`src/rtl/sram_pkg.sv`:
```
// Shared constants and helpers for the SRAM round-robin arbiter.
package sram_pkg;

    localparam int unsigned W_DEF = 8;
    localparam int unsigned D_DEF = 16;
    localparam int unsigned N_DEF = 2;

    // Index width that stays at least one bit wide for degenerate sizes.
    function automatic int unsigned addr_w(input int unsigned depth);
        return (depth > 1) ? $clog2(depth) : 1;
    endfunction

    // Position of the set bit in a one-hot vector of up to 8 requesters.
    function automatic int unsigned onehot_idx(input logic [7:0] v);
        int unsigned r;
        r = 0;
        for (int unsigned i = 0; i < 8; i++) begin
            if (v[3'(i)]) r = i;
        end
        return r;
    endfunction

endpackage

```
`src/rtl/rr_pick.sv`:
```
// Combinational round-robin pick: first requester at or after ptr wins.
module rr_pick
    import sram_pkg::*;
#(
    parameter int unsigned n  = 2,
    parameter int unsigned pw = 1
) (
    input  logic [n-1:0]  req,
    input  logic [pw-1:0] ptr,
    output logic [n-1:0]  gnt,
    output logic [pw-1:0] winner,
    output logic          any
);

    logic          found;
    int unsigned   idx;
    logic [pw-1:0] idx_w;

    // Scan from ptr with an explicit wrap so non-power-of-2 n works.
    always_comb begin
        gnt   = '0;
        found = 1'b0;
        idx   = 0;
        idx_w = '0;
        for (int unsigned k = 0; k < n; k++) begin
            idx = 32'(ptr) + k;
            if (idx >= n) idx = idx - n;
            idx_w = pw'(idx);
            if (!found && req[idx_w]) begin
                gnt[idx_w] = 1'b1;
                found      = 1'b1;
            end
        end
        winner = pw'(onehot_idx(8'(gnt)));
        any    = |req;
    end

endmodule

```
`src/rtl/sram_rr_arbiter.sv`:
```
// Round-robin arbiter sharing one synchronous-read single-port SRAM.
module sram_rr_arbiter
    import sram_pkg::*;
#(
    parameter int unsigned w = W_DEF,
    parameter int unsigned d = D_DEF,
    parameter int unsigned n = N_DEF
) (
    input  logic                       clk,
    input  logic                       rst_n,
    input  logic [n-1:0]               req,
    input  logic [n-1:0]               we,
    input  logic [n*addr_w(d)-1:0]     addr,
    input  logic [n*w-1:0]             wdata,
    output logic [n-1:0]               gnt,
    output logic [n-1:0]               rvalid,
    output logic [w-1:0]               rdata,
    output logic                       mem_w_en,
    output logic [addr_w(d)-1:0]       mem_ad,
    output logic [w-1:0]               mem_data_in,
    input  logic [w-1:0]               mem_data_out
);

    localparam int unsigned aw = addr_w(d);
    localparam int unsigned pw = addr_w(n);

    logic [n-1:0]  req_live;
    logic [pw-1:0] ptr;
    logic [pw-1:0] ptr_nxt;
    logic [pw-1:0] winner;
    logic          any_req;
    logic [aw-1:0] ad_q;
    logic [w-1:0]  wd_q;
    logic          rd_valid;
    logic [pw-1:0] rd_idx;

    // No grant can be issued while reset is held, whatever req says.
    assign req_live = rst_n ? req : '0;

    rr_pick #(
        .n  (n),
        .pw (pw)
    ) u_pick (
        .req    (req_live),
        .ptr    (ptr),
        .gnt    (gnt),
        .winner (winner),
        .any    (any_req)
    );

    // Steer the winner onto the SRAM port; hold the last address/data when idle.
    always_comb begin
        mem_ad      = ad_q;
        mem_data_in = wd_q;
        mem_w_en    = 1'b0;
        ptr_nxt     = ptr;
        if (any_req) begin
            mem_ad      = addr[32'(winner)*aw +: aw];
            mem_data_in = wdata[32'(winner)*w +: w];
            mem_w_en    = we[winner];
            ptr_nxt     = (32'(winner) == n - 1) ? '0 : winner + pw'(1);
        end
    end

    // Pointer, held SRAM port values and the pending-read tag.
    always_ff @(posedge clk or negedge rst_n) begin
        if (!rst_n) begin
            ptr      <= '0;
            ad_q     <= '0;
            wd_q     <= '0;
            rd_valid <= 1'b0;
            rd_idx   <= '0;
        end else if (any_req) begin
            ptr      <= ptr_nxt;
            ad_q     <= mem_ad;
            wd_q     <= mem_data_in;
            rd_valid <= ~we[winner];
            rd_idx   <= winner;
        end else begin
            rd_valid <= 1'b0;
        end
    end

    // Decode the registered tag into the one-hot read strobe.
    always_comb begin
        rvalid = '0;
        if (rd_valid) rvalid[rd_idx] = 1'b1;
    end

    assign rdata = mem_data_out;

endmodule

```
`config.mk`:
```
export PLATFORM = sky130hd
export DESIGN_NAME = sram_rr_arbiter
export DESIGN_NICKNAME = d
export VERILOG_FILES = /design/src/rtl/sram_pkg.sv /design/src/rtl/rr_pick.sv /design/src/rtl/sram_rr_arbiter.sv
export SDC_FILE = /design/constraint.sdc
export NUM_CORES = 1
export LEC_CHECK = 0
export CELL_PAD_IN_SITES_DETAIL_PLACEMENT = 1
export CELL_PAD_IN_SITES_GLOBAL_PLACEMENT = 1
export CORE_ASPECT_RATIO = 0.75
export CORE_MARGIN = 1
export CORE_UTILIZATION = 27
export CTS_CLUSTER_SIZE = 20
export DETAILED_ROUTE_END_ITERATION = 6
export PLACE_DENSITY_LB_ADDON = 0.1
export SLEW_MARGIN = 20
export SYNTH_ARGS = -nofsm -noshare
export SYNTH_HDL_FRONTEND = slang
export SYNTH_SLANG_ARGS = --single-unit
export TNS_END_PERCENT = 20
```
`constraint.sdc`:
```
create_clock -name clk -period 2.4 [get_ports clk]
set_input_delay 0.24 -clock clk [delete_from_list [all_inputs] [get_ports clk]]
set_output_delay 0.24 -clock clk [all_outputs]
set_load 0.03 [all_outputs]
```
==> load_flow_metrics.sql, run 1 <==
INSERT INTO impl_metrics (metric_group, metric, value, unit) VALUES
('outcome', 'run_status', 'complete, no violations', ''),
('die', 'io_pins', '63', ''),
('power', 'share_seq_of_total_power', '35.9', '%'),
('final_layout', 'final_cell_mix', 'clkdlybuf4s50_1 (31), a221o_1 (24), buf_4 (21)', ''),
('power', 'clock_power_share', '23.4', '%'),
('routing', 'postRouteAntennaNets', '0', ''),
('logic_synthesis', 'synth.ff_latch_count', '15', ''),
('placement', 'place_inst', '156', ''),
('routing', 'vias', '848', ''),
('power', 'p_comb_share', '40.7', '%'),
('timing', 'slew_violations', '0', ''),
('logic_synthesis', 'synth_compound_area_share', '31.55', '%'),
('timing', 'fmaxAchievable', '481.3', 'MHz'),
('logic_synthesis', 'syn_avg_cell_area', '11.40', 'µm²'),
('placement', 'preCtsSetupSlack', '0.2850', 'ns'),
('routing', 'wl', '2525', 'µm'),
('clock_tree', 'post_cts_resize_count', '0', ''),
('final_layout', 'final_cell_count_no_fill', '160', ''),
('clock_tree', 'cts-buffers-inserted', '3', ''),
('timing', 'grt_setup_unrepaired', 'false', ''),
('power', 'cellInternalPower', '574.8', 'µW'),
('worst_setup_path', 'critPathKind', 'input pin to output pin', ''),
('power', 'total_switching_power', '277.6', 'µW'),
('logic_synthesis', 'ys_async_sr_fraction', '100.0', '%'),
('min_path', 'worstHoldPathType', 'input pin to async pin', ''),
('final_layout', 'layout_commonest_cell', 'clkdlybuf4s50_1', ''),
('timing', 'period_share', '86.57', '%'),
('worst_setup_path', 'worst-endpoint-required', '2.16', 'ns'),
('timing', 'worst-slew-pin-transition', '0.5425', 'ns'),
('timing', 'timing.setup.tns', '0', 'ns'),
('worst_setup_path', 'reg2reg_from', 'ptr', ''),
('timing', 'maxSlewHeadroom', '63.83', '%'),
('global_route', 'number_of_global_route_vias_before_repair', '869', ''),
('clock_tree', 'cts.repair_timing.setup_buffer_count', '0', ''),
('worst_setup_path', 'worst-r2r-setup-slack', '1.03', 'ns'),
('power', 'worst_ir_drop_vdd', '341.4', 'µV'),
('logic_synthesis', 'yosys_warnings', '0', ''),
('power', 'leakagePower', '0.0005927', 'µW'),
('global_route', 'grt_max_degree', '16', ''),
('logic_synthesis', 'synth-xor-area-share', '0', '%'),
('global_route', 'first_pass_grt_wire_length', '4243', 'µm'),
('clock_tree', 'cts.htree.levels', '1', ''),
('routing', 'post_drt_via_cell_ratio', '5.300', ''),
('routing', 'average_wire_per_standard_cell', '15.78', 'µm'),
('global_route', 'total_routing_resource_utilization_after_global_routing', '15.15', '%'),
('die', 'die-area', '3617', 'µm²'),
('final_layout', 'postLayoutCoreUtil', '44.22', '%'),
('clock_tree', 'cts_root_buffer', 'clkbuf_8', ''),
('clock_tree', 'cts_hold_buf', '0', ''),
('global_route', 'antenna_violations_before_repair', '0', ''),
('die', 'die_width', '69.12', 'µm'),
('flow_run', 'maxCapViolCount', '0', ''),
('die', 'initial_core_util', '29.57', '%'),
('global_route', 'globalRouteOverflowTotal', '0', ''),
('worst_setup_path', 'regToRegEndpoint', 'wd_q[2]', ''),
('timing', 'finalCriticalPeriod', '2.078', 'ns'),
('routing', 'detail_route.drc_violations', '0', ''),
('logic_synthesis', 'synth_fa_ha_area_share', '0', '%'),
('die', 'placementRows', '17', ''),
('worst_setup_path', 'crit_path_arrival_time', '1.84', 'ns'),
('logic_synthesis', 'ys.flop_type', 'dfrtp_1', ''),
('logic_synthesis', 'syn_nets', '118', ''),
('logic_synthesis', 'synth_top_family_by_area', 'compound AO/OA/AOI/OAI gates', ''),
('routing', 'drt_iter0_markers', '25', ''),
('die', 'die-height', '52.34', 'µm'),
('final_layout', 'layout-drive-gt1-share', '25.41', '%'),
('logic_synthesis', 'mappedNetlistArea', '912.1', 'µm²'),
('die', 'coreArea', '3084', 'µm²'),
('clock_tree', 'cts.clk_slew.worst_paths', '0.06', 'ns'),
('final_layout', 'fillers', '342', ''),
('placement', 'post-dp-hpwl', '2003', 'µm');
[per-layer routing]
layer | up-vias | global-route usage (%) | wire, µm
li1 | 390 | - | -
met3 | 4 | 5.385 | 176
met4 | 0 | 4.082 | 17
met2 | 36 | 26.21 | 1259
met1 | 418 | 18.02 | 1072
met5 | - | 0 | 0
[through the flow]
step	power (µW)	hold slack (ns)	area (µm²)
2_1_floorplan	539.1	-0.05559	912.1
3_3_place_gp	653.5	0.4802	1318
3_5_place_dp	660.9	0.4802	1318
4_1_cts	865.9	0.4165	1364
5_1_grt	895.3	0.4711	1364
6_report	852.3	0.4062	1364
[layout make-up]
class / instances / area (µm²) / area share, %
Clock buffer: 3 / 41.29 / 3.028
Clock inverter: 1 / 5.005 / 0.3670
Multi-Input combinational cell: 51 / 426.7 / 31.28
Sequential cell: 15 / 375.4 / 27.52
Tap cell: 38 / 47.55 / 3.486
Timing Repair Buffer: 52 / 467.9 / 34.31
[flip-flops by register name (all words and copies together) (netlist names)]
signal    count
rd_valid      1
ptr           1
rd_idx        1
ad_q          4
wd_q          8
[critical path, stage by stage]
cell and delay [ns]:
clkdlybuf4s50_1 0.55, buf_4 0.20, o21ai_2 0.18, and2_1 0.24, a221o_1 0.26, buf_4 0.17
[logic make-up after synthesis]
group,count (synthesis)
buf+inv,14
simple gates,21
flops,15
compound gates,30
[Yosys cell counts (2+ instances only)]
cell / instances / share of area (%)
buf_4: 11 / 9.1
and2_1: 13 / 8.9
nand2_1: 2 / 0.82
a221o_1: 24 / 26
buf_6: 2 / 2.5
dfrtp_1: 15 / 41
[power by group through the flow]
stage	clock, µW	sequential [µW]	combinational [µW]
floorplan	0	306	233
global placement	0	312	342
detailed placement	0	310	351
CTS	207	306	352
global route	212	311	372
finish	200	306	346
[how the worst max path moves through the flow]
stage,start,endpoint,slack (ns)
global placement,rst_n,mem_data_in[1],0.31
finish,rst_n,mem_ad[3],0.32
floorplan,ptr,mem_ad[0],0.90
global route,rst_n,mem_data_in[0],0.15
detailed placement,rst_n,mem_data_in[2],0.29
CTS,rst_n,mem_data_in[2],0.28
No activity file was read; power rests on OpenSTA's default activity.
==> run 2, diff against run 1 <==
--- a/config.mk
+++ b/config.mk
@@ -10,6 +10,7 @@
 export CORE_ASPECT_RATIO = 0.75
 export CORE_MARGIN = 1
 export CORE_UTILIZATION = 27
+export CTS_CLUSTER_DIAMETER = 120
 export CTS_CLUSTER_SIZE = 20
 export DETAILED_ROUTE_END_ITERATION = 6
 export PLACE_DENSITY_LB_ADDON = 0.1
==> results of run 2 <==
No change in the layout: final DEF, timing and power equal those of run 1.
